$ cat src/rtl/uart_pkg.sv
// uart_pkg: speed encodings, tx FSM states and frame constants shared by the UART blocks
package uart_pkg;
  typedef enum logic [1:0] {SPD_9600, SPD_19200, SPD_57600, SPD_115200} speed_t;
  typedef enum logic [2:0] {ST_IDLE, ST_START, ST_DATA, ST_PARITY, ST_STOP} state_t;
  localparam int DATA_BITS = 8;
  localparam int BYTES_PER_PKT = 4;
  function automatic logic [31:0] baud_div(input int clk_hz, input int baud);
    return 32'(clk_hz / baud);
  endfunction
endpackage

$ cat src/rtl/uart_packet_tx_if.sv
// uart_packet_tx_if: packet handshake between the packet source and the serialiser
interface uart_packet_tx_if;
  logic [1:0] speed;
  logic [31:0] pkt_data;
  logic pkt_valid;
  logic pkt_ready;
  modport master (output speed, pkt_data, pkt_valid, input pkt_ready);
  modport slave (input speed, pkt_data, pkt_valid, output pkt_ready);
endinterface

$ cat src/rtl/uart_baud_tick.sv
// uart_baud_tick: loadable down-counter giving a one-cycle tick at the end of each bit period
module uart_baud_tick #(
  parameter int W = 32
) (
  input  logic         clk,
  input  logic         reset,
  input  logic         clear,
  input  logic [W-1:0] div,
  output logic         tick
);
  logic [W-1:0] cnt;
  assign tick = cnt == '0;
  always_ff @(posedge clk or negedge reset)
    if (!reset) cnt <= '0;
    else cnt <= (clear || tick) ? div - 1'b1 : cnt - 1'b1;
endmodule

$ cat src/rtl/uart_packet_tx.sv
// uart_packet_tx: sends a 32-bit packet as four UART frames, MSB byte first
module uart_packet_tx
  import uart_pkg::*;
#(
  parameter int CLK_HZ = 50_000_000,
  parameter int BAUD0  = 9600,
  parameter int BAUD1  = 19200,
  parameter int BAUD2  = 57600,
  parameter int BAUD3  = 115200,
  parameter bit PARITY = 1'b0
) (
  input  logic               clk,
  input  logic               reset,
  uart_packet_tx_if.slave    pkt,
  output logic               tx,
  output logic               busy,
  output logic               done,
  output logic [1:0]         byte_idx
);
  localparam logic [31:0] DIV0 = baud_div(CLK_HZ, BAUD0);
  localparam logic [31:0] DIV1 = baud_div(CLK_HZ, BAUD1);
  localparam logic [31:0] DIV2 = baud_div(CLK_HZ, BAUD2);
  localparam logic [31:0] DIV3 = baud_div(CLK_HZ, BAUD3);
  state_t state;
  logic [31:0] sh, div_q, div_sel, div_in;
  logic [2:0] bit_cnt, nb;
  logic [1:0] byte_cnt;
  logic par, tick, accept, nbit;
  assign accept = state == ST_IDLE && pkt.pkt_valid;
  assign byte_idx = byte_cnt;
  always_comb begin
    div_sel = pkt.speed == SPD_115200 ? DIV3 : pkt.speed == SPD_57600 ? DIV2 :
              pkt.speed == SPD_19200 ? DIV1 : DIV0;
    div_in = accept ? div_sel : div_q;
    nb = bit_cnt + 3'd1;
    nbit = sh[{2'b11, nb}];
  end
  uart_baud_tick #(.W(32)) u_tick (.clk(clk), .reset(reset), .clear(accept), .div(div_in), .tick(tick));
  // the byte on the line always sits in sh[31:24]; bits are picked out LSB first
  always_ff @(posedge clk or negedge reset)
    if (!reset) begin
      state <= ST_IDLE;
      tx <= 1'b1;
      pkt.pkt_ready <= 1'b1;
      busy <= 1'b0;
      done <= 1'b0;
      sh <= '0;
      div_q <= '0;
      bit_cnt <= '0;
      byte_cnt <= '0;
      par <= 1'b0;
    end else begin
      done <= 1'b0;
      case (state)
        ST_IDLE: if (pkt.pkt_valid) begin
          state <= ST_START;
          tx <= 1'b0;
          pkt.pkt_ready <= 1'b0;
          busy <= 1'b1;
          sh <= pkt.pkt_data;
          div_q <= div_sel;
          byte_cnt <= 2'(BYTES_PER_PKT - 1);
        end
        ST_START: if (tick) begin
          state <= ST_DATA;
          tx <= sh[24];
          par <= sh[24];
          bit_cnt <= '0;
        end
        ST_DATA: if (tick) begin
          if (bit_cnt == 3'(DATA_BITS - 1)) begin
            state <= PARITY ? ST_PARITY : ST_STOP;
            tx <= PARITY ? par : 1'b1;
          end else begin
            bit_cnt <= nb;
            tx <= nbit;
            par <= par ^ nbit;
          end
        end
        ST_PARITY: if (tick) begin
          state <= ST_STOP;
          tx <= 1'b1;
        end
        ST_STOP: if (tick) begin
          if (byte_cnt == 2'd0) begin
            state <= ST_IDLE;
            busy <= 1'b0;
            pkt.pkt_ready <= 1'b1;
            done <= 1'b1;
          end else begin
            state <= ST_START;
            tx <= 1'b0;
            byte_cnt <= byte_cnt - 2'd1;
            sh <= sh << 8;
          end
        end
        default: state <= ST_IDLE;
      endcase
    end
endmodule

$ cat src/flat_wrapper.sv
// flat-port wrapper written by rule: the top's interface ports become plain ports
module uart_packet_tx_flat import uart_pkg::*;
#(
  parameter int CLK_HZ = 50_000_000,
  parameter int BAUD0  = 9600,
  parameter int BAUD1  = 19200,
  parameter int BAUD2  = 57600,
  parameter int BAUD3  = 115200,
  parameter bit PARITY = 1'b0
)
  (clk, reset, tx, busy, done, byte_idx, pkt_speed, pkt_pkt_data, pkt_pkt_valid, pkt_pkt_ready);
  uart_packet_tx_if pkt_i ();
  input  logic clk;
  input  logic reset;
  output logic tx;
  output logic busy;
  output logic done;
  output logic [1:0] byte_idx;
  input wire logic [$bits(pkt_i.speed)-1:0] pkt_speed;
  input wire logic [$bits(pkt_i.pkt_data)-1:0] pkt_pkt_data;
  input wire logic [$bits(pkt_i.pkt_valid)-1:0] pkt_pkt_valid;
  output wire logic [$bits(pkt_i.pkt_ready)-1:0] pkt_pkt_ready;
  assign pkt_i.speed = pkt_speed;
  assign pkt_i.pkt_data = pkt_pkt_data;
  assign pkt_i.pkt_valid = pkt_pkt_valid;
  assign pkt_pkt_ready = pkt_i.pkt_ready;
  uart_packet_tx #(.CLK_HZ(CLK_HZ), .BAUD0(BAUD0), .BAUD1(BAUD1), .BAUD2(BAUD2), .BAUD3(BAUD3), .PARITY(PARITY)) u_core (.clk(clk), .reset(reset), .pkt(pkt_i), .tx(tx), .busy(busy), .done(done), .byte_idx(byte_idx));
endmodule
$ cat config.mk
export PLATFORM = sky130hd
export DESIGN_NAME = uart_packet_tx_flat
export DESIGN_NICKNAME = d
export VERILOG_FILES = /design/src/rtl/uart_pkg.sv /design/src/rtl/uart_packet_tx_if.sv /design/src/rtl/uart_baud_tick.sv /design/src/rtl/uart_packet_tx.sv /design/src/flat_wrapper.sv
export SDC_FILE = /design/constraint.sdc
export NUM_CORES = 1
export LEC_CHECK = 0
export CAP_MARGIN = 20
export CORE_ASPECT_RATIO = 0.6
export CORE_MARGIN = 5
export CORE_UTILIZATION = 53
export DETAILED_ROUTE_END_ITERATION = 8
export PLACE_DENSITY_LB_ADDON = 0.12
export SYNTH_ARGS = -nofsm -noshare
export SYNTH_HDL_FRONTEND = slang
export SYNTH_HIERARCHICAL = 1
export SYNTH_SLANG_ARGS = --single-unit
$ cat constraint.sdc
create_clock -name clk -period 3.6 [get_ports clk]
set_clock_uncertainty 0.2 [all_clocks]
set_input_delay 0.54 -clock clk [delete_from_list [all_inputs] [get_ports clk]]
set_output_delay 0.54 -clock clk [all_outputs]
set_load 0.03 [all_outputs]
==> metrics.cfg, run 1 <==
[outcome]
outcome = complete, but fails checks
violations = negative hold slack

[logic_synthesis]
syn_area_per_cell_um2 = 9.79
synth.most_common_cell = dfrtp_1
synth_edf_count = 0
synth.largest_area_cell = dfrtp_1
synthCells = 519
synth_area_um2 = 5080
synth_cell_types = 62
yosysSeqAreaShare_pct = 41.9
synth_xor_area_share_pct = 6.03
yosys.area_share.simple_pct = 21.7
synth_common_cells = 83 x dfrtp_1, 76 x nand2_1, 57 x mux2i_1, 38 x nor2_1, 36 x o21ai_0
synth_async_sr_flop_share_pct = 100
synthAdderAreaFrac_pct = 2.46
ys_top_cells_by_area = dfrtp_1 41%, mux2i_1 11%, nand2_1 5.6%, xnor2_1 4.5%, o21ai_0 3.5%
synth_top_family_by_area = simple AND/OR/NAND/NOR gates
ys_seq_elements = 85
ys.flop_type = dfrtp_1
synth_compound_area_share_pct = 10.8
yosys.area.top_type_share_pct = 40.9
yosys_warnings = 6
muxShareOfSynthArea_pct = 13.9

[grt]
grt_pass1_vias = 4166
antenna_found_initial = 0
grt_pass1_wl_mm = 21.3
grt_overflow = 0
grt_max_degree = 86
grt_util_all_layers_pct = 23.4

[clock_network]
cts_setup_buffers = 0
h-tree-depth = 3
clk_latency_ps = 340
cts_root_buffer = clkbuf_16
cts_buffers = 9
path_clk_slew_ps = 70
clockBufferDepth = 2
cts_tree = done
cts_sinks = 85

[layout]
utilization_pct = 70.7
multi_input_area_um2 = 3140
final_nets = 707
stdcell_count = 795
fillers = 720
ff_latch_area_um2 = 2130
diodes = 0
drive_above_1_share_pct = 15.9
areaGrowthSynthToFinish_pct = 28.8
design_area_um2 = 6550

[worst_setup_path]
r2r_setup_slack_ps = 160
cp_slowest_stage_delay_ps = 610
worstSetupPathType = reg2reg
reg2reg_depth = 13
timing.rr.end = u_core/u_tick/cnt[19]
crit_top_cell = buf_4
cp-start-kind = flip-flop
worstPathArrival_ps = 3460
cp.required_ps = 3620
critPathMaxFanout = 8
reg2reg_from = u_core/state[2]
endpoint_kind = flip-flop
path_cells = or4b_4, buf_4, o31ai_1, or4_4, buf_4, nor4_2, buf_4, and2_4, a221oi_4, buf_4, nor2_1, xnor2_1, mux2i_1
slowest_stage = or4b_4

[placed_design]
dp_hpwl_mm = 9.43
gp_congestion = 0.875
io_buffers = 42
dp_cells = 778
placed_cell_area_um2 = 6180
dp_worst_setup_slack_ps = -456

[die]
die_w_um = 136
ioPinCount = 43
start_util_pct = 54.9
rows = 27
core_um2 = 9260
die_y_um = 85.9
die_area_um2 = 11700

[detailed_routing]
routed_wirelength_mm = 12.7
drc = 0
wl_per_cell_um = 16.0
num_vias = 4238
drt-initial-drc-count = 455
drt_pre_antenna_iters = 5
wl_met3_um = 811
top_layer = met4
wl_met1_mm = 6.31
postRouteAntennaNets = 0
vias_per_cell = 5.33
met2_length_mm = 5.44

[power_and_ir_drop]
clkPwrFrac_pct = 32.9
swShare_pct = 32.1
ir_drop_v = 0.000398
power_mw = 2.92
p_leak_nw = 3.24
internal_power_mw = 1.98
p_per_area_nw_per_um2 = 445
pwr-share-seq_pct = 41.1
p_sw_mw = 0.937
combPwrFrac_pct = 26.0

[sta]
setup_viol = 0
worstMarginPinSlew_ps = 740
fin_tns_setup_ps = 0
max_freq_mhz = 291
finalCriticalPeriod_ps = 3440
hold_viol = 31
slew_headroom_pct = 49.2
setup_slack_ps = 159
rsz0062_at_grt = no
report.final.slew_viol_count = 0
fin_crit_sh_pct = 95.6
hold_ws_ps = -21.1

[job]
maxCapViolations = 0

[hold_path]
hold_class = in2async

## worst max-delay path by stage
| stage | from | endpoint | slack [ps] | cells past startpoint |
|---|---|---|---|---|
| 2_1_floorplan | u_core/state[2] | u_core/u_tick/cnt[28] | 0.4 | 12 |
| 3_3_place_gp | pkt_pkt_valid | u_core/u_tick/cnt[28] | -380 | 11 |
| 3_5_place_dp | pkt_pkt_valid | u_core/u_tick/cnt[28] | -460 | 11 |
| 4_1_cts | pkt_speed[0] | u_core/u_tick/cnt[31] | 170 | 13 |
| 5_1_grt | u_core/state[2] | u_core/u_tick/cnt[19] | 40 | 13 |
| 6_report | u_core/state[2] | u_core/u_tick/cnt[19] | 160 | 13 |
## power groups by stage
stage	sequential, mW	clock [mW]	combinational, mW
after floorplan	1.17	0	0.518
after global routing	1.21	1.02	0.832
after detailed placement	1.21	0	0.734
final	1.20	0.959	0.758
after global placement	1.21	0	0.706
after CTS	1.19	0.972	0.747
## placed cells by master (no fill, tap or decap), types with 3 or more instances in the layout
| master | netlist | layout |
|---|---|---|
| a21o_1 | 4 | 4 |
| a21oi_1 | 11 | 11 |
| a31oi_1 | 3 | 3 |
| buf_4 | 1 | 45 |
| clkbuf_16 | 0 | 9 |
| clkdlybuf4s50_1 | 0 | 40 |
| clkinvlp_4 | 0 | 3 |
| conb_1 | 1 | 65 |
| dfrtp_1 | 83 | 83 |
| ha_1 | 10 | 9 |
| inv_1 | 9 | 9 |
| mux2_2 | 6 | 6 |
| mux2i_1 | 57 | 57 |
| nand2_1 | 76 | 75 |
| nand2b_1 | 6 | 6 |
| nand3_1 | 16 | 15 |
| nor2_1 | 38 | 38 |
| nor3_1 | 23 | 21 |
| nor3_2 | 1 | 3 |
| nor4_1 | 11 | 9 |
| nor4_4 | 1 | 3 |
| o21ai_0 | 36 | 34 |
| o31ai_1 | 3 | 3 |
| or3_1 | 11 | 11 |
| or4_1 | 8 | 6 |
| or4_4 | 3 | 5 |
| xnor2_1 | 26 | 26 |
| xor2_1 | 9 | 9 |
## area by class of cell
| class | instances | area share [%] |
|---|---|---|
| multi-input combinational | 468 | 48.0 |
| clock buffer | 10 | 3.65 |
| timing repair buffer | 87 | 11.7 |
| inverter | 9 | 0.516 |
| tap | 130 | 2.48 |
| clock inverter | 6 | 1.07 |
| sequential | 85 | 32.5 |
## repair_timing
action | CTS | global route
endpoints found under the setup margin | 9 | 2
pin swaps | 8 | 1
hold buffers | 0 | 0
gates resized for setup | 9 | 2
hold endpoints to repair | 0 | 0
## state kept, by name (all words and copies together), names as in the netlist
| name | flops |
|---|---|
| u_core/u_tick/cnt | 32 |
| u_core/bit_cnt | 3 |
| u_core/div_q | 9 |
| u_core/state | 3 |
| u_core/busy | 1 |
| u_core/pkt.pkt_ready | 1 |
| u_core/sh | 32 |
| u_core/tx | 1 |
| u_core/byte_idx | 2 |
| u_core/done | 1 |
## logic make-up after synthesis
kind of cell               count (synthesis)
muxes                                     66
buffers and inverters                     30
and+or+nand+nor                          215
other                                      1
AOI/OAI and AO/OA                         77
adders and majority gates                 10
xor gates and xnor gates                  35
DFF                                       85
## per-layer routing
| metal | vias up | global-route usage [%] |
|---|---|---|
| met4 | 0 | 6.68 |
| met1 | 2022 | 35.5 |
| li1 | 2082 | - |
| met2 | 119 | 33.5 |
| met5 | - | 0 |
| met3 | 15 | 5.16 |
## worst max-delay path: cells and delay by family, from the launching register on
| family | cells | cell delay (ps) |
|---|---|---|
| flops | 1 | 380 |
| buf+inv | 4 | 670 |
| compound gates | 2 | 750 |
| xor+xnor | 1 | 150 |
| simple gates | 5 | 1080 |
| mux | 1 | 90 |
Power figures use the tool's default switching activity.
==> run 2: changes to the inputs <==
--- a/config.mk
+++ b/config.mk
@@ -7,9 +7,9 @@
 export LEC_CHECK = 0
 export CAP_MARGIN = 20
 export CORE_ASPECT_RATIO = 0.6
-export CORE_MARGIN = 5
 export CORE_UTILIZATION = 53
 export DETAILED_ROUTE_END_ITERATION = 8
+export HOLD_SLACK_MARGIN = 0.02
 export PLACE_DENSITY_LB_ADDON = 0.12
 export SYNTH_ARGS = -nofsm -noshare
 export SYNTH_HDL_FRONTEND = slang
==> run 2 against run 1 <==
  * The flow now finishes without violations
  * Highest routed layer unchanged
  * Largest cell class unchanged
  * Utilization rose by 1.2 points
  * Sequential share of layout area shrank 0.53 points
  * Worst setup slack worse by 23 ps
  * Sequential power about the same
==> metrics.cfg, run 2 (synthesized netlist as in run 1, its figures left out) <==
[outcome]
outcome = finished clean  ; was complete, but fails checks

[clock_network]
path_clk_slew_ps = 70  ; about the same
cts_sinks = 85  ; unchanged
h-tree-depth = 3  ; unchanged
cts_buffers = 9  ; unchanged
cts_root_buffer = clkbuf_16  ; unchanged
hold_buffers = 0  ; unchanged
clockBufferDepth = 2  ; unchanged
clk_latency_ps = 340  ; about the same
cts_tree = done  ; unchanged

[grt]
grt_pass1_vias = 4147  ; was 4166
grt_max_degree = 70  ; was 86
grt_util_met3_pct = 6.00  ; was 5.16%
grt_overflow = 0  ; unchanged
grtUsageMet1_pct = 42.5  ; was 35.5%
grt_util_all_layers_pct = 27.3  ; was 23.4%
grt_pass1_wl_mm = 21.0  ; was 21.3 mm
antenna_found_initial = 0  ; unchanged
busiest_layer = met1  ; unchanged
use_met2_pct = 37.9  ; was 33.5%

[layout]
diodes = 0  ; unchanged
fillers = 692  ; was 720
largestRegisters = u_core/sh: 32 flops, u_core/u_tick/cnt: 32 flops, u_core/div_q: 9 flops  ; unchanged
areaGrowthSynthToFinish_pct = 30.9  ; was 28.8%
stdcell_count = 801  ; was 795
final_cell_mix = 83 x dfrtp_1, 71 x nand2_1, 65 x conb_1  ; was 83 x dfrtp_1, 75 x nand2_1, 65 x conb_1
final_nets = 713  ; was 707
final_common_cell = dfrtp_1  ; unchanged
drive_above_1_share_pct = 18.2  ; was 15.9%

[worst_setup_path]
path_cells = clkdlybuf4s50_1, inv_1, ha_1, nand2_1, nand2_1, or4_4, nor4_4, buf_4, and2_4, a221oi_4, nor4b_2, xnor2_1, o21bai_2  ; was or4b_4, buf_4, o31ai_1, or4_4, buf_4, nor4_2, buf_4, and2_4, a221oi_4, buf_4, nor2_1, xnor2_1, mux2i_1
crit_buf_inv = 3  ; was 4
endpoint_kind = flip-flop  ; unchanged
worstSetupPathType = in2reg  ; was reg2reg
critPathMaxFanout = 8  ; unchanged
cp_slowest_stage_delay_ps = 570  ; was 610 ps
cp-startpoint = pkt_speed[0]  ; was u_core/state[2]
critPathTopFamily = simple AND/OR/NAND/NOR gates  ; unchanged
crit_top_cell = nand2_1  ; was buf_4
cp.required_ps = 3670  ; was 3620 ps
slowest_stage = clkdlybuf4s50_1  ; was or4b_4
worstPathArrival_ps = 3540  ; was 3460 ps
reg2reg_from = u_core/state[2]  ; unchanged
cp-start-kind = input pin  ; was flip-flop

[die]
rows = 27  ; unchanged
die_w_um = 128  ; was 136 um
ioPinCount = 43  ; unchanged
die_area_um2 = 10000  ; was 11700 um^2
die_y_um = 77.9  ; was 85.9 um
start_util_pct = 54.9  ; unchanged
core_um2 = 9260  ; unchanged

[sta]
finalCriticalPeriod_ps = 3460  ; was 3440 ps
hold_viol = 0  ; was 31
setup_slack_ps = 136  ; was 159 ps
max_freq_mhz = 289  ; was 291 MHz
report.final.slew_viol_count = 0  ; unchanged
rsz0062_at_grt = no  ; unchanged
fin_crit_sh_pct = 96.2  ; was 95.6%
slew_headroom_pct = 41.3  ; was 49.2%
worstMarginPinSlew_ps = 881  ; was 740 ps
setup_viol = 0  ; unchanged

[job]
maxCapViolations = 0  ; unchanged

[placed_design]
dp_cells = 780  ; was 778
dp_worst_setup_slack_ps = -428  ; was -456 ps
gp_congestion = 0.876  ; was 0.875
dp_hpwl_mm = 9.14  ; was 9.43 mm
io_buffers = 42  ; unchanged

[detailed_routing]
num_vias = 4279  ; was 4238
drc = 0  ; unchanged
wl_per_cell_um = 15.8  ; was 16.0 um
drt_pre_antenna_iters = 4  ; was 5
drt-initial-drc-count = 331  ; was 455
routed_wirelength_mm = 12.7  ; about the same
vias_per_cell = 5.34  ; was 5.33
postRouteAntennaNets = 0  ; unchanged

[power_and_ir_drop]
ir_drop_v = 0.000319  ; was 0.000398 V
p_leak_nw = 3.27  ; was 3.24 nW
p_per_area_nw_per_um2 = 439  ; was 445 nW/um^2

[hold_path]
hold_class = in2async  ; unchanged

[run 2: cell types whose count changed in the layout (fill, tap and decap cells not counted), sizes merged]
cell          before  now
buf               46   52
clkinv             0    2
inv               11    9
dlygate4sd2        1    0
dlymetal6s2s       0    1
[run 2: per-stage QoR]
| stage | setup TNS (ps) | power, mW | hold slack [ps] | instance area [um^2] | utilization, % |
|---|---|---|---|---|---|
| floorplan | 0 | 1.69 | 44.4 | 5400 | - |
| global placement | -4560 | 1.91 | 249 | 6190 | 66.9 |
| detailed placement | -5810 | 1.94 | 256 | 6190 | 66.9 |
| CTS | 0 | 2.92 | 154 | 6520 | 70.4 |
| global route | 0 | 3.08 | 186 | 6660 | 71.9 |
| finish | 0 | 2.92 | 107 | 6660 | 71.9 |
[run 2: final timing paths]
| kind | cells after the start | endpoint | slack [ps] |
|---|---|---|---|
| min | 1 | u_core/sh[27] | 110 |
| min in group clk | 2 | u_core/sh[0] | 270 |
| max | 13 | u_core/u_tick/cnt[31] | 140 |
| max reg2reg | 12 | u_core/u_tick/cnt[31] | 160 |
| min reg2reg | 2 | u_core/sh[0] | 270 |
| max in group asynchronous | 2 | u_core/u_tick/cnt[15] | 2400 |
[run 2: final cells by class]
class,instances,area [um^2],share of cell area [%]
multi-input combinational,468,3190,48.0
sequential,85,2130,32.0
timing repair buffer,93,822,12.4
clock buffer,10,239,3.59
tap,130,163,2.44
clock inverter,6,71.3,1.07
inverter,9,37.5,0.564
[run 2: per-layer routing]
layer / vias up / part of all wire [%]
met1: 2089 / 52
met2: 86 / 42
met5: - / 0
met4: 0 / 0.84
met3: 10 / 5.3
li1: 2094 / -
[run 2: what timing repair did]
action                                 4_1_cts  5_1_grt
setup buffers                                0        5
setup endpoints to repair                    4       16
endpoints found under the hold margin        0        0
resized for setup                            3       26
pin swaps                                    0        8
[run 2: power breakdown]
| part | internal, mW | total (mW) | leakage [nW] | switching (mW) |
|---|---|---|---|---|
| registers | 1.07 | 1.20 | 1.11 | 0.131 |
| logic | 0.351 | 0.758 | 2.02 | 0.407 |
| clock network | 0.561 | 0.960 | 0.145 | 0.399 |
==> RTL edit 1: new RTL, flow settings as in run 2 <==
`PARITY` is set to 1'b0 in 2 places; all go to 1'b1.
--- a/src/rtl/uart_packet_tx.sv
+++ b/src/rtl/uart_packet_tx.sv
@@ -8,5 +8,5 @@
   parameter int BAUD2  = 57600,
   parameter int BAUD3  = 115200,
-  parameter bit PARITY = 1'b0
+  parameter bit PARITY = 1'b1
 ) (
   input  logic               clk,
--- a/src/flat_wrapper.sv
+++ b/src/flat_wrapper.sv
@@ -7,5 +7,5 @@
   parameter int BAUD2  = 57600,
   parameter int BAUD3  = 115200,
-  parameter bit PARITY = 1'b0
+  parameter bit PARITY = 1'b1
 )
   (clk, reset, tx, busy, done, byte_idx, pkt_speed, pkt_pkt_data, pkt_pkt_valid, pkt_pkt_ready);
Formal check against the unedited RTL: same outputs for any inputs over 10 cycles, from zero or initial values and one cycle with reset low; that may be too few to reach the edited logic, so the function may still have changed.
==> RTL edit 1 against run 2 <==
Worst hold slack improved by 0.18 ns; final area fell by 0.28%; worst setup slack improved by 0.039 ns; sequential cell count rose by 1; synthesized area rose by 1.7%; non-clock buffer count fell by 7; wire length rose by 4.7%.
Power is not compared: it rests on default switching activity, and its combinational part moved more than twofold at a synthesized area within 25%.
==> RTL edit 1: results (changes against run 2) <==
Critical path
  – Critical path's top delay family: simple AND/OR/NAND/NOR gates
  – Worst R2R Setup Slack: 0.19 ns (+0.03 ns)
  – Critical Path Max Stage Delay: 0.53 ns (-0.04 ns)
  – CP arrival: 3.49 ns (-0.05 ns)
  – Reg2reg path depth: 13 (+1)
  – Crit-path slowest cell: sky130_fd_sc_hd__clkdlybuf4s50_1
  – CP endpoint: u_core/u_tick/cnt[31]
  – Largest driver fanout on the critical path: 8 (unchanged)
  – Critical Path Source: pkt_speed[1]
  – Beginning of the worst register-to-register path: u_core/state[1]

Final layout
  – Antenna Diode Count: 0 (unchanged)
  – Post-layout net count: 706 (-0.98%)
  – Registers with the most flip-flops: u_core/sh: 32 flops, u_core/u_tick/cnt: 32 flops, u_core/div_q: 9 flops
  – Final-layout fill cell count: 730 (+5.5%)
  – Share of layout cells above drive strength 1: 15.5% (-2.7 points)

Detailed routing
  – Average vias per placed instance: 5.45 (+1.9%)
  – Routed wire per std cell: 16.7 um (+5.6%)
  – Initial DRC count: 351 (+6.0%)
  – Detailed-route DRC error count: 0 (unchanged)
  – Iteration count of the initial detailed-routing pass: 7 (+3)

Logic synthesis
  – Compound-Gate Fraction of Synth Area: 12.6% (+1.8 points)
  – Proportion of synthesized chip area in sequential cells: 41.7% (-0.23 points)
  – Number of unique standard cell types used by synthesis: 64 (+3.2%)
  – Number of warnings reported in the yosys synthesis log: 6 (unchanged)
  – Commonest cells post-synth: 84 x sky130_fd_sc_hd__dfrtp_1, 63 x sky130_fd_sc_hd__nand2_1, 58 x sky130_fd_sc_hd__mux2i_1
  – Share of flip-flops with an asynchronous set or reset: 100% (unchanged)
  – Post-synthesis mux area share: 14.1% (+0.18 points)
  – Post-synthesis adder-cell area fraction: 2.42% (-0.042 points)
  – Top cells by area, synth: sky130_fd_sc_hd__dfrtp_1 41%, sky130_fd_sc_hd__mux2i_1 11%, sky130_fd_sc_hd__nand2_1 4.6%, sky130_fd_sc_hd__xnor2_1 4.4%, sky130_fd_sc_hd__o21ai_1 3.1%
  – Area share of xor/xnor cells in the synthesized design: 6.10% (+0.067 points)

Timing
  – Worst slew pin tran: 0.537 ns (-0.343 ns)

Pwr
  – Total leakage power: 0.00314 uW
  – Worst ir drop on vdd: 349 uV

Placement
  – GPL Wtd Cong: 0.821 (-6.3%)
  – Half-perimeter wire length of the detailed placement result: 9.80 mm (+7.3%)
  – Count of buffers inserted at the top-level ports: 42 (unchanged)

Clock network
  – Number of H-tree levels: 3 (unchanged)
  – Total clock buffers created by CTS: 9 (unchanged)
  – Clock buffer depth: 2 (unchanged)
  – Root buffer cell: sky130_fd_sc_hd__clkbuf_16
  – Clk pin slew, worst setup/hold paths: 0.06 ns
  – Clk Latency, worst-skew pair: 0.34 ns (about the same)

Global routing
  – Total routing usage reported by global routing: 28.3% (+0.96 points)
  – Global-route wire length before repair: 21.6 mm (+3.0%)
  – Pin count of the biggest net entering global routing: 58 (-17%)
  – Antenna violations before repair: 0 (unchanged)
  – Via count of the first global-routing pass: 4282 (+3.3%)

Run status
  – Result of the run: completed

Worst hold path
  – Class of the worst hold path: flip-flop to flip-flop
-- RTL edit 1: logic make-up after synthesis --
logic type      count (synthesis)
xor+xnor                       36
buf+inv                        32
compound gates                 91
other cells                     1
fa+ha+maj                      10
simple gates                  197
mux                            67
flops                          86
-- RTL edit 1: metal layers --
metal	GRT usage, %	part of all wire (%)	vias to the layer above
li1	-	-	2092
met1	42.8	52	2100
met2	40.6	41	124
met3	6.82	6.1	8
met4	5.70	0.59	0
met5	0	0	-
-- RTL edit 1: how the worst min path moves through the flow --
stage	from	endpoint	slack, ns	cells past startpoint
3_3_place_gp	u_core/sh[20]	u_core/sh[20]	0.27	2
2_1_floorplan	reset	u_core/bit_cnt[0]	0.04	0
5_1_grt	u_core/sh[2]	u_core/sh[2]	0.33	1
3_5_place_dp	u_core/sh[8]	u_core/sh[8]	0.28	2
4_1_cts	u_core/sh[8]	u_core/sh[8]	0.29	2
6_report	u_core/sh[8]	u_core/sh[8]	0.29	2
-- RTL edit 1: tightest hold or removal path: stages (launching register included) --
cell and delay (ns):
sky130_fd_sc_hd__dfrtp_1 0.34, sky130_fd_sc_hd__nand2_1 0.05, sky130_fd_sc_hd__o21ai_1 0.06
-- RTL edit 1: area by class of cell --
cell class / count / area (um^2) / area share [%]
clock buffers: 11 / 243 / 3.66
clock inverters: 5 / 82.6 / 1.24
inverters: 10 / 37.5 / 0.566
multi-input cells: 466 / 3200 / 48.2
flip-flops and latches: 86 / 2150 / 32.5
well taps: 130 / 163 / 2.45
repair buffers: 86 / 759 / 11.4
-- RTL edit 1: metrics by stage --
stage	cell area [um^2]	std cells	setup slack, ns	power [uW]
global placement	6250	777	-0.344	3320
floorplan	5480	584	0.00787	2830
finish	6640	794	0.175	4500
global route	6640	794	0.0591	4760
CTS	6590	794	0.0124	4440
detailed placement	6250	777	-0.505	3400
-- RTL edit 1: timing repair --
| action | 4_1_cts | 5_1_grt |
|---|---|---|
| gates resized for setup | 1 | 11 |
| pin swaps | 1 | 4 |
| buffers inserted | 0 | 0 |
| hold endpoints to repair | 34 | 0 |
| hold buffers | 1 | 0 |
| setup endpoints to repair | 13 | 12 |
-- RTL edit 1: where the power goes --
part           internal, uW  total (uW)  switching (uW)
Clock                   628        1020             388
Sequential             1370        1710             337
Combinational           806        1770             967
Total                  2800        4500            1690
==> RTL edit 2: new RTL, config.mk and constraints of run 2 <==
Without the edit above. Make the reset (`reset`) synchronous in 2 clocked blocks.
--- a/src/rtl/uart_baud_tick.sv
+++ b/src/rtl/uart_baud_tick.sv
@@ -11,5 +11,5 @@
   logic [W-1:0] cnt;
   assign tick = cnt == '0;
-  always_ff @(posedge clk or negedge reset)
+  always_ff @(posedge clk)
     if (!reset) cnt <= '0;
     else cnt <= (clear || tick) ? div - 1'b1 : cnt - 1'b1;
--- a/src/rtl/uart_packet_tx.sv
+++ b/src/rtl/uart_packet_tx.sv
@@ -38,5 +38,5 @@
   uart_baud_tick #(.W(32)) u_tick (.clk(clk), .reset(reset), .clear(accept), .div(div_in), .tick(tick));
   // the byte on the line always sits in sh[31:24]; bits are picked out LSB first
-  always_ff @(posedge clk or negedge reset)
+  always_ff @(posedge clk)
     if (!reset) begin
       state <= ST_IDLE;
Check against the original RTL: differs if reset is asserted again (counterexample within 4 cycles, from zero or initial values and one cycle with reset low); with reset held inactive, the same outputs for 10 cycles.
==> RTL edit 2 against run 2 <==
The run now ends with DRC left; first-iteration DRC count is 32% higher; synthesized area fell by 4.8%; total power is 8.1% higher; final area down 4.9%; wire length is 8.4% higher; worst setup slack worse by 0.045 ns; sequential cell count stayed put.
==> RTL edit 2: results (changes against run 2) <==
Run status
  – Result of the run: complete, but fails checks
  – Violated checks: DRC

Clock network
  – Clock buffer depth: 2 (unchanged)
  – Root buffer cell: sky130_fd_sc_hd__clkbuf_16

Final layout
  – Share of layout cells above drive strength 1: 14.6% (-3.6 points)
  – Post-layout net count: 774 (+8.6%)
  – Final std cells w/o fill: 844 (+5.4%)
  – Final-layout fill cell count: 667 (-3.6%)

Global routing
  – Via count of the first global-routing pass: 4464 (+7.6%)
  – Pin count of the biggest net entering global routing: 59 (-16%)
  – Global-route wire length before repair: 22.5 mm (+7.0%)
  – Total routing usage reported by global routing: 29.4% (+2.1 points)

Logic synthesis
  – Commonest cells post-synth: 95 x sky130_fd_sc_hd__nand2_1, 85 x sky130_fd_sc_hd__dfxtp_1, 73 x sky130_fd_sc_hd__nor2_1
  – Number of warnings reported in the yosys synthesis log: 6 (unchanged)
  – Share of flip-flops with an asynchronous set or reset: 0% (-100 points)
  – Top cells by area, synth: sky130_fd_sc_hd__dfxtp_1 35%, sky130_fd_sc_hd__nand2_1 7.4%, sky130_fd_sc_hd__mux2i_1 6.8%, sky130_fd_sc_hd__nor2_1 5.7%, sky130_fd_sc_hd__a311oi_1 4.5%
  – Most instantiated flip-flop cell in the synthesis netlist: sky130_fd_sc_hd__dfxtp_1
  – Synthesized netlist cell count: 592 (+14%)
  – Number of unique standard cell types used by synthesis: 74 (+19%)
  – Proportion of synthesized chip area in sequential cells: 35.2% (-6.7 points)

Worst hold path
  – Number of instances on the worst hold path: 2
  – Class of the worst hold path: flip-flop to flip-flop
  – Launch point of the worst hold path: u_core/sh[2]

Critical path
  – Reg2reg path depth: 10 (-2)
  – Beginning of the worst register-to-register path: u_core/u_tick/cnt[27]
  – Critical Path Max Stage Delay: 0.57 ns (about the same)
  – CP arrival: 3.51 ns (-0.03 ns)
  – Largest driver fanout on the critical path: 4 (-4)
  – Crit-path slowest cell: sky130_fd_sc_hd__or4_4
  – Crit start category: flip-flop

Detailed routing
  – Routed wire per std cell: 16.3 um (+2.9%)
  – Initial DRC count: 437 (+32%)
  – Vias after detailed routing: 4807 (+12%)
  – Detailed-route DRC error count: 1 (+1)
  – Iteration count of the initial detailed-routing pass: 7 (+3)

Placement
  – GPL Wtd Cong: 0.913 (+4.3%)
  – Cell Area, Placed: 5910 um^2 (-4.6%)
  – Number of instances in the placed design: 824 (+5.6%)
  – Half-perimeter wire length of the detailed placement result: 9.62 mm (+5.3%)

Pwr
  – Worst ir drop on vdd: 308 uV (-3.5%)
  – Total leakage power: 0.00262 uW (-20%)

Timing
  – Worst slew margin relative to its limit: 42.4% (+1.1 points)
  – Count of final max-slew check failures: 0 (unchanged)
RTL edit 2: where the power goes:
part,total (uW),internal (uW),switching [uW]
clock,973,563,410
combinational,1060,467,595
sequential,1120,1040,81.5
total,3160,2070,1090
RTL edit 2: kinds of logic (layout without fill, tap and decap cells):
logic type / after synthesis / in the layout / share of synthesized area (%)
and+or+nand+nor: 284 / 285 / 28.7
AOI/OAI and AO/OA: 108 / 108 / 17.3
DFF: 85 / 85 / 35.2
buffers and inverters: 42 / 119 / 3.77
muxes: 36 / 36 / 7.76
xor gates and xnor gates: 26 / 26 / 4.71
adders and majority gates: 10 / 10 / 2.59
other: 1 / 63 / 0.0775
RTL edit 2: per-stage QoR:
step | setup TNS, ns | hold slack, ns | utilization, % | setup WS (ns) | power [uW]
floorplan | -0.0354 | 0.232 | - | -0.0296 | 1770
global placement | -3.32 | 0.240 | 68.0 | -0.248 | 2090
detailed placement | -5.89 | 0.246 | 68.0 | -0.377 | 2130
CTS | 0 | 0.256 | 71.6 | 0.0282 | 3110
global route | 0 | 0.278 | 72.9 | 0.00241 | 3310
finish | 0 | 0.252 | 72.9 | 0.0916 | 3160
RTL edit 2: timing repair:
action	4_1_cts	5_1_grt
endpoints found under the setup margin	1	15
pin swaps	0	2
setup buffers	0	2
gates cloned	0	1
resized for setup	1	11
RTL edit 2: area by class of cell:
| class | instances | area, um^2 | area share, % |
|---|---|---|---|
| Clock inverter | 6 | 68.8 | 1.09 |
| Tap cell | 112 | 140 | 2.21 |
| Inverter | 9 | 41.3 | 0.652 |
| Multi-Input combinational cell | 528 | 3270 | 51.6 |
| Timing Repair Buffer | 94 | 871 | 13.8 |
| Clock buffer | 10 | 239 | 3.78 |
| Sequential cell | 85 | 1700 | 26.9 |
RTL edit 2: final timing paths:
| check | end | slack [ns] |
|---|---|---|
| hold reg to reg | u_core/sh[2] | 0.25 |
| hold / removal | u_core/sh[2] | 0.25 |
| setup / recovery | u_core/u_tick/cnt[26] | 0.09 |
| setup reg to reg | u_core/u_tick/cnt[26] | 0.09 |
RTL edit 2: per-layer routing:
layer	global-route usage, %	share of wire (%)	vias up
li1	-	-	2345
met1	44.8	48	2232
met2	41.3	42	210
met3	6.04	9.0	20
met4	8.41	1.4	0
met5	0	0	-
RTL edit 2: critical path, delay by kind of cell, from the launching register on:
family | cells | cell delay, ns
adder cells (fa/ha/maj) | 1 | 0.21
AND/OR/NAND/NOR | 6 | 1.65
AO/OA/AOI/OAI | 2 | 0.67
multiplexers | 1 | 0.29
flip-flops | 1 | 0.35
